## src/rtl/mem_access_unit_if.sv

```systemverilog
// Data-bus link between the MEM-stage load/store engine and memory.
// Request is valid/ready; one response pulse per accepted request.
interface mem_access_unit_if #(
  parameter int XLEN = 32,
  parameter int BE_W = XLEN / 8
);
  logic            bus_req_valid;
  logic            bus_req_ready;
  logic            bus_req_we;
  logic [XLEN-1:0] bus_req_addr;
  logic [XLEN-1:0] bus_req_wdata;
  logic [BE_W-1:0] bus_req_be;
  logic            bus_rsp_valid;
  logic [XLEN-1:0] bus_rsp_rdata;
  logic            bus_rsp_err;

  modport master (
    output bus_req_valid,
    input  bus_req_ready,
    output bus_req_we,
    output bus_req_addr,
    output bus_req_wdata,
    output bus_req_be,
    input  bus_rsp_valid,
    input  bus_rsp_rdata,
    input  bus_rsp_err
  );

  modport slave (
    input  bus_req_valid,
    output bus_req_ready,
    input  bus_req_we,
    input  bus_req_addr,
    input  bus_req_wdata,
    input  bus_req_be,
    output bus_rsp_valid,
    output bus_rsp_rdata,
    output bus_rsp_err
  );
endinterface

```

## src/rtl/mem_access_unit.sv

```systemverilog
// MEM-stage load/store engine: one bus transaction per memory op,
// stalls the pipe until it completes, returns extended load data.
module mem_access_unit #(
  parameter int XLEN = 32,
  parameter int BE_W = XLEN / 8
) (
  input  logic            clk,
  input  logic            reset,
  input  logic            valid_in,
  input  logic            mem_read,
  input  logic            mem_write,
  input  logic [2:0]      funct3,
  input  logic [XLEN-1:0] addr,
  input  logic [XLEN-1:0] wdata,
  input  logic            flush,
  mem_access_unit_if.master bus,
  output logic            stall,
  output logic            done,
  output logic [XLEN-1:0] load_data,
  output logic            misaligned_ld,
  output logic            misaligned_st,
  output logic            access_fault
);

  localparam int OFFW = $clog2(BE_W);

  typedef enum logic [2:0] {
    S_IDLE,
    S_REQ,
    S_WAIT,
    S_DRAIN,
    S_DONE
  } state_t;

  state_t          r_state;
  logic [2:0]      r_f3;
  logic [OFFW-1:0] r_off;
  logic            r_we;
  logic [XLEN-1:0] r_addr;
  logic [XLEN-1:0] r_wdata;
  logic [BE_W-1:0] r_be;
  logic [XLEN-1:0] r_ld;
  logic            r_mis_ld;
  logic            r_mis_st;
  logic            r_fault;

  logic            w_start;
  logic [1:0]      w_sz;
  logic            w_mis;
  logic [BE_W-1:0] w_be;
  logic [XLEN-1:0] w_wd;
  logic [XLEN-1:0] w_sh;
  logic [XLEN-1:0] w_ext;

  // A 32-bit core has no doubleword; treat size 11 as a word.
  assign w_sz = (XLEN == 32 && funct3[1:0] == 2'b11)
              ? 2'b10 : funct3[1:0];

  assign w_mis = (w_sz == 2'b01 && addr[0])
              || (w_sz == 2'b10 && |addr[1:0])
              || (w_sz == 2'b11 && |addr[2:0]);

  assign w_start = valid_in & (mem_read | mem_write) & ~flush
                 & ~reset & (r_state == S_IDLE);

  assign stall = w_start
              || (r_state != S_IDLE && r_state != S_DONE);

  // Byte-enable and lane-replicated store data for the new request.
  always_comb begin
    w_be = '1;
    w_wd = wdata;
    case (w_sz)
      2'b00: begin
        w_be = BE_W'(1) << addr[OFFW-1:0];
        w_wd = {BE_W{wdata[7:0]}};
      end
      2'b01: begin
        w_be = BE_W'(2'b11) << addr[OFFW-1:0];
        w_wd = {(BE_W/2){wdata[15:0]}};
      end
      2'b10: begin
        w_be = BE_W'(4'hF) << addr[OFFW-1:0];
        w_wd = {(XLEN/32){wdata[31:0]}};
      end
      default: begin
        w_be = '1;
        w_wd = wdata;
      end
    endcase
  end

  assign w_sh = bus.bus_rsp_rdata >> {r_off, 3'b000};

  // Pick the addressed lane and sign/zero-extend per funct3.
  always_comb begin
    w_ext = w_sh;
    case (r_f3)
      3'b000:  w_ext = XLEN'($signed(w_sh[7:0]));
      3'b001:  w_ext = XLEN'($signed(w_sh[15:0]));
      3'b010:  w_ext = XLEN'($signed(w_sh[31:0]));
      3'b100:  w_ext = XLEN'(w_sh[7:0]);
      3'b101:  w_ext = XLEN'(w_sh[15:0]);
      3'b110:  w_ext = XLEN'(w_sh[31:0]);
      default: w_ext = w_sh;
    endcase
  end

  // Transaction FSM with registered bus request, result and flags.
  always_ff @(posedge clk or posedge reset) begin
    if (reset) begin
      r_state  <= S_IDLE;
      r_f3     <= '0;
      r_off    <= '0;
      r_we     <= 1'b0;
      r_addr   <= '0;
      r_wdata  <= '0;
      r_be     <= '0;
      r_ld     <= '0;
      r_mis_ld <= 1'b0;
      r_mis_st <= 1'b0;
      r_fault  <= 1'b0;
    end else begin
      case (r_state)
        S_IDLE: begin
          if (w_start) begin
            r_f3     <= funct3;
            r_off    <= addr[OFFW-1:0];
            r_we     <= mem_write;
            r_fault  <= 1'b0;
            r_mis_ld <= w_mis & ~mem_write;
            r_mis_st <= w_mis & mem_write;
            if (w_mis) begin
              r_state <= S_DONE;
            end else begin
              r_addr  <= {addr[XLEN-1:OFFW], {OFFW{1'b0}}};
              r_wdata <= w_wd;
              r_be    <= w_be;
              r_state <= S_REQ;
            end
          end
        end
        S_REQ: begin
          // Accepted-and-flushed still owes a response: drain it.
          if (bus.bus_req_ready) begin
            r_state <= flush ? S_DRAIN : S_WAIT;
          end else if (flush) begin
            r_state <= S_IDLE;
          end
        end
        S_WAIT: begin
          if (bus.bus_rsp_valid) begin
            if (flush) begin
              r_state <= S_IDLE;
            end else begin
              r_ld    <= w_ext;
              r_fault <= bus.bus_rsp_err;
              r_state <= S_DONE;
            end
          end else if (flush) begin
            r_state <= S_DRAIN;
          end
        end
        S_DRAIN: begin
          if (bus.bus_rsp_valid) begin
            r_state <= S_IDLE;
          end
        end
        S_DONE: begin
          r_mis_ld <= 1'b0;
          r_mis_st <= 1'b0;
          r_fault  <= 1'b0;
          r_state  <= S_IDLE;
        end
        default: r_state <= S_IDLE;
      endcase
    end
  end

  assign bus.bus_req_valid = (r_state == S_REQ);
  assign bus.bus_req_we    = r_we;
  assign bus.bus_req_addr  = r_addr;
  assign bus.bus_req_wdata = r_wdata;
  assign bus.bus_req_be    = r_be;

  assign done          = (r_state == S_DONE);
  assign load_data     = r_ld;
  assign misaligned_ld = r_mis_ld;
  assign misaligned_st = r_mis_st;
  assign access_fault  = r_fault;

endmodule

```

## src/flat_wrapper.sv

```systemverilog
// flat-port wrapper written by rule: the top's interface ports become plain ports
module mem_access_unit_flat 
#(
  parameter int XLEN = 32,
  parameter int BE_W = XLEN / 8
)
  (clk, reset, valid_in, mem_read, mem_write, funct3, addr, wdata, flush, stall, done, load_data, misaligned_ld, misaligned_st, access_fault, bus_bus_req_valid, bus_bus_req_ready, bus_bus_req_we, bus_bus_req_addr, bus_bus_req_wdata, bus_bus_req_be, bus_bus_rsp_valid, bus_bus_rsp_rdata, bus_bus_rsp_err);
  mem_access_unit_if #(.XLEN(XLEN), .BE_W(BE_W)) bus_i ();
  input  logic clk;
  input  logic reset;
  input  logic valid_in;
  input  logic mem_read;
  input  logic mem_write;
  input  logic [2:0] funct3;
  input  logic [XLEN-1:0] addr;
  input  logic [XLEN-1:0] wdata;
  input  logic flush;
  output logic stall;
  output logic done;
  output logic [XLEN-1:0] load_data;
  output logic misaligned_ld;
  output logic misaligned_st;
  output logic access_fault;
  output wire logic [$bits(bus_i.bus_req_valid)-1:0] bus_bus_req_valid;
  input wire logic [$bits(bus_i.bus_req_ready)-1:0] bus_bus_req_ready;
  output wire logic [$bits(bus_i.bus_req_we)-1:0] bus_bus_req_we;
  output wire logic [$bits(bus_i.bus_req_addr)-1:0] bus_bus_req_addr;
  output wire logic [$bits(bus_i.bus_req_wdata)-1:0] bus_bus_req_wdata;
  output wire logic [$bits(bus_i.bus_req_be)-1:0] bus_bus_req_be;
  input wire logic [$bits(bus_i.bus_rsp_valid)-1:0] bus_bus_rsp_valid;
  input wire logic [$bits(bus_i.bus_rsp_rdata)-1:0] bus_bus_rsp_rdata;
  input wire logic [$bits(bus_i.bus_rsp_err)-1:0] bus_bus_rsp_err;
  assign bus_bus_req_valid = bus_i.bus_req_valid;
  assign bus_i.bus_req_ready = bus_bus_req_ready;
  assign bus_bus_req_we = bus_i.bus_req_we;
  assign bus_bus_req_addr = bus_i.bus_req_addr;
  assign bus_bus_req_wdata = bus_i.bus_req_wdata;
  assign bus_bus_req_be = bus_i.bus_req_be;
  assign bus_i.bus_rsp_valid = bus_bus_rsp_valid;
  assign bus_i.bus_rsp_rdata = bus_bus_rsp_rdata;
  assign bus_i.bus_rsp_err = bus_bus_rsp_err;
  mem_access_unit #(.XLEN(XLEN), .BE_W(BE_W)) u_core (.clk(clk), .reset(reset), .valid_in(valid_in), .mem_read(mem_read), .mem_write(mem_write), .funct3(funct3), .addr(addr), .wdata(wdata), .flush(flush), .bus(bus_i), .stall(stall), .done(done), .load_data(load_data), .misaligned_ld(misaligned_ld), .misaligned_st(misaligned_st), .access_fault(access_fault));
endmodule
```

## config.mk

```make
export PLATFORM = sky130hd
export DESIGN_NAME = mem_access_unit_flat
export DESIGN_NICKNAME = d
export VERILOG_FILES = /design/src/rtl/mem_access_unit_if.sv /design/src/rtl/mem_access_unit.sv /design/src/flat_wrapper.sv
export SDC_FILE = /design/constraint.sdc
export NUM_CORES = 1
export LEC_CHECK = 0
export BUFFER_PORTS_ARGS = -buffer_cell sky130_fd_sc_hd__buf_2
export CORE_MARGIN = 1
export CORE_UTILIZATION = 52
export DETAILED_ROUTE_END_ITERATION = 8
export PLACE_DENSITY = 0.85
export SLEW_MARGIN = 20
export SYNTH_ARGS = -nofsm -noshare
export SYNTH_HDL_FRONTEND = slang
export SYNTH_SLANG_ARGS = --single-unit
export TNS_END_PERCENT = 5
```

## constraint.sdc

```tcl
create_clock -name clk -period 6.68 [get_ports clk]
set_clock_uncertainty 0.2 [all_clocks]
set_input_delay 0.334 -clock clk [delete_from_list [all_inputs] [get_ports clk]]
set_output_delay 0.334 -clock clk [all_outputs]
set_load 0.02 [all_outputs]
```

Word-level counts from Yosys, hierarchy flattened

Cells that the tools add are included.

Logic and storage cells: 87
Input port bits: 108
Flip-flop bits (word level): 110
Output and inout port bits: 107

Multiplexer cells: 22
Eq/ne operators: 18
Bitwise logic cells: 11
Reductions and logical operators: 21
Shifts and indexed selects: 4

Operator list:

| kind                                                                   | number |
|---|---|
| 32-bit one-hot mux with 4 select lines                                 | 1 |
| 32-bit one-hot mux with 2 select lines                                 | 1 |
| 32-bit by 5-bit right shift with 32-bit output                         | 1 |
| 3-bit two-way mux                                                      | 8 |
| 3-bit one-hot mux with 4 select lines                                  | 1 |
| 4-bit one-hot mux with 3 select lines                                  | 1 |
| 3-bit equality test (second input constant)                            | 3 |
| 4-bit AND reduction                                                    | 2 |
| 1-bit bitwise AND                                                      | 6 |
| 2-bit equality test (second input constant)                            | 3 |
| 3-bit by 1-bit equality test with 1-bit output (second input constant) | 2 |
| 3-bit by 2-bit equality test with 1-bit output (second input constant) | 2 |
| 3-bit logical NOT                                                      | 2 |
| 1-bit two-way mux                                                      | 6 |
| 2-bit inequality test (second input constant)                          | 3 |
| 3-bit inequality test (second input constant)                          | 2 |
| 3-bit AND reduction                                                    | 2 |
| 3-bit nonzero test                                                     | 2 |
| 1-bit logical AND                                                      | 4 |
| 1-bit NOT                                                              | 4 |
| 1-bit one-hot mux with 2 select lines                                  | 2 |
| 2-bit AND reduction                                                    | 2 |
| 1-bit by 2-bit left shift with 4-bit output (first input constant)     | 1 |
| 2-bit by 2-bit left shift with 4-bit output (first input constant)     | 1 |
| 12 further kinds                                                       | 14 |

Depth between registers and ports, before layout

Depth after elaboration: 9
Mapped depth: 7

Least setup slack after synthesis

OpenSTA, ideal clock, no wires.

Path type: reg-to-reg
From: reg u_core.r_state[1]
To: reg u_core.r_addr[10], in the netlist u_core.bus.bus_req_addr[10]
Clock period less this slack: 1965 ps
Data required time: 6353 ps
Path slack: 4715 ps
Arrival time: 1638 ps
Stages on the path, launching flop included: 8
Path through: dfrtp_1 -> buf_4 -> nor3_4 -> nand4b_2 -> nor2_2 -> buf_6 -> buf_8 -> mux2_1

Longest elaborated chain between the ends: 3

Ends and longest elaborated chain:

| element                         | line                                          | RTL |
|---|---|---|
| from (decl)                     | mem_access_unit.sv:35                         | `state_t r_state;` |
| from (signal assigned)          | mem_access_unit.sv:146                        | `r_state <= flush ? S_DRAIN : S_WAIT;` |
| 3-bit logical NOT *             | mem_access_unit.sv:64, mem_access_unit.sv:124 |  |
| 1-bit bitwise AND               | mem_access_unit.sv:64                         | `& ~reset & (r_state == S_IDLE);` |
| 3-bit AND reduction (no line) * | n/a                                           |  |
| to (signal assigned)            | mem_access_unit.sv:136                        | `r_addr <= {addr[XLEN-1:OFFW], {OFFW{1'b0}}};` |
| to (decl)                       | mem_access_unit.sv:39                         | `logic [XLEN-1:0] r_addr;` |

Mark *: on every way between the ends. The rest lies on a longest branch, timed or not.
A chain may end at the register's enable or synchronous reset.

Worst setup path after layout

From: reg u_core.r_state[1]
To: reg u_core.r_addr[17], in the netlist u_core.bus.bus_req_addr[17]

Same word-level chain as after synthesis.

==> flow_summary.ini <==
[outcome]
outcome = complete, no violations

[global_route]
antenna_found_initial = 0
grt_max_degree = 66
track_usage = 0.264
first_global_vias = 4376
globalRouteOverflowTotal = 0
grt_pass1_wl_um = 21000

[route]
drc = 0
drt_iter0_markers = 143
avgRoutedWirePerCell_um = 17.1
wirelength_um = 14000
drtPass1Iterations = 4
vias_per_cell = 5.40
ant_nets = 0
via_count = 4436

[die]
die_y_um = 103
start_util = 0.537
dieArea_sq_mm = 0.0106
ios = 215
num_rows = 36
core_area_sq_mm = 0.00982
die_width_um = 103

[synthesis]
yosysWarnings = 0
syn-cell-area_sq_mm = 0.00528
synth_top_area_cell = dfrtp_1
async_flop_share = 1.00
synth.most_common_cell = dfrtp_1
synth.top_cells.by_count = 110 x dfrtp_1, 47 x o21ai_0, 42 x mux2i_1
synth_top_area_share = 0.522
syn_avg_cell_area_sq_um = 11.5
synth_area_leaders = dfrtp_1 52%, mux2_2 8.5%, mux2i_1 8.0%, o21ai_0 4.5%, mux2_1 4.3%
ys_types = 45
ys_ff_latch = 110
synth_ff_type = dfrtp_1
syn_inst = 460
synth_edf_count = 0
seq_area_frac_synth = 0.522

[finish]
drive_gt1_frac = 0.414
final_nets = 792
fillers = 754
syn2layout_area_growth_pct = 31.3
post-route-util = 0.706
final_area_sq_mm = 0.00693
n_antenna_cell = 0
multiInputGateArea_sq_mm = 0.00231
seq_area_sq_mm = 0.00275

[pwr]
irDropWorstVdd_v = 0.000264
leakage_nw = 3.46
power.density_cell_area_mw_per_mm2 = 453

[timing]
timing.setup.tns_ns = 0
post-route-period-util = 0.499
min_period_ns = 3.34
drv_slew = 0
rsz0062_at_grt = false
relSlewSlack = 0.290
holdWs_ns = 0.0293
setup_violations = 0
worstMarginPinSlew_ns = 1.06
hold_violations = 0
fmax_ghz = 0.300

[clocking]
cts.sink_count = 110
post_cts_buffers = 0
clk_pin_slew_worst_paths_ns = 0.10
htree_num_levels = 3
clk_path_buf_depth = 2
clock_latency_ns = 0.36
cts-root-buf = clkbuf_8
cts_tree = yes
cts_buffers = 9

[worst_setup_path]
cp-end-kind = flop
worstPathRequired_ns = 6.74
crit_chain = nor3_4 > nand4b_2 > nor2_4 > mux2_2
path_max_fanout = 38
cp_slowest_cell = nor2_4
critPathLaunchType = flop
crit_path_max_incr_delay_ns = 1.08
arrival_ns = 3.40
path_class = flop to flop

[place]
placedInstanceArea_sq_mm = 0.00633
port_buffers = 212
dpl.hpwl_um = 9890
globalplace.congestion = 0.821

[worst_hold_path]
min_path_type = primary input to flop

[job]
drv_cap = 0
[cell usage in the layout, fill, tap and decap left out, types with 3 or more instances in the layout]
cell type,netlist,routed
buf_2,10,212
dfrtp_1,110,110
o21ai_0,47,47
mux2i_1,42,42
mux2_2,40,40
nand2_1,38,38
dlygate4sd3_1,0,33
a21oi_1,20,20
mux2_1,20,20
nand3_1,18,18
nor2_1,17,17
clkbuf_8,0,9
nor2b_1,8,8
o2bb2ai_1,8,8
o311ai_0,8,8
a211oi_1,7,7
nand2b_1,4,4
bufinv_16,0,4
buf_4,5,4
or2_2,3,3
a21o_1,3,3
o31ai_1,3,3
nand3b_1,3,3
[registers in the layout (all words and copies together) (netlist names)]
name and cells:
u_core.bus.bus_req_we 1, u_core.bus.bus_req_wdata 32, u_core.r_state 3, u_core.access_fault 1
u_core.bus.bus_req_be 4, u_core.r_f3 3, u_core.bus.bus_req_addr 30, u_core.misaligned_st 1
u_core.load_data 32, u_core.misaligned_ld 1, u_core.r_off 2
[per-layer routing]
layer,vias up,part of all wire,GRT usage
met3,19,0.070,0.0610
met4,0,0.016,0.111
met2,172,0.52,0.466
li1,2100,-,-
met5,-,0,0
met1,2145,0.39,0.311
[worst max-delay path: cells and delay by family, from the launching register on]
kind | cells | cell delay [ns]
flip-flops | 1 | 0.53
multiplexers | 1 | 0.43
AND/OR/NAND/NOR | 3 | 2.02
[what timing repair did]
item | in CTS | in global routing
gates resized for setup | 0 | 0
endpoints found under the setup margin | 0 | 0
hold endpoints to repair | 76 | 1
hold buffers | 32 | 1
[report_power, final]
part	total [W]	internal, W	switching, W
logic	0.00140	0.000554	0.000849
registers	0.00122	0.000980	0.000236
clock network	0.000520	0.000289	0.000231
[logic make-up after synthesis]
logic type | after synthesis | share of synthesized area
flops | 110 | 0.522
buf+inv | 39 | 0.0422
xor+xnor | 1 | 0.00166
compound gates | 103 | 0.121
mux | 103 | 0.212
other cells | 1 | 0.000711
simple gates | 103 | 0.101
[metrics by stage]
| step | worst slack (ns) | std cells | power [W] |
|---|---|---|---|
| floorplan | 3.24 | 461 | 0.00212 |
| global placement | 3.43 | 773 | 0.00255 |
| detailed placement | 3.33 | 773 | 0.00261 |
| CTS | 3.32 | 821 | 0.00315 |
| global route | 3.14 | 822 | 0.00332 |
| finish | 3.34 | 822 | 0.00314 |
[path summary, 6_finish.rpt]
| check | startpoint | slack (ns) | cells after the start | endpoint |
|---|---|---|---|---|
| worst min register to register | u_core.bus.bus_req_be[2] | 0.29 | 1 | u_core.bus.bus_req_be[2] |
| worst max-delay path | u_core.r_state[1] | 3.34 | 4 | u_core.bus.bus_req_addr[17] |
| worst min-delay path | addr[17] | 0.03 | 2 | u_core.bus.bus_req_addr[17] |
| max in group asynchronous | reset | 4.65 | 4 | u_core.load_data[14] |
| worst max register to register | u_core.r_state[1] | 3.34 | 4 | u_core.bus.bus_req_addr[17] |
| min in group asynchronous | reset | 0.38 | 3 | u_core.bus.bus_req_wdata[17] |
[layout make-up]
type	instances	area share
sequential	110	0.397
multi-input combinational	312	0.333
timing repair buffer	249	0.205
tap	133	0.0240
clock inverter	7	0.0209
clock buffer	9	0.0179
inverter	2	0.00144
No activity file was read; power rests on OpenSTA's default activity.
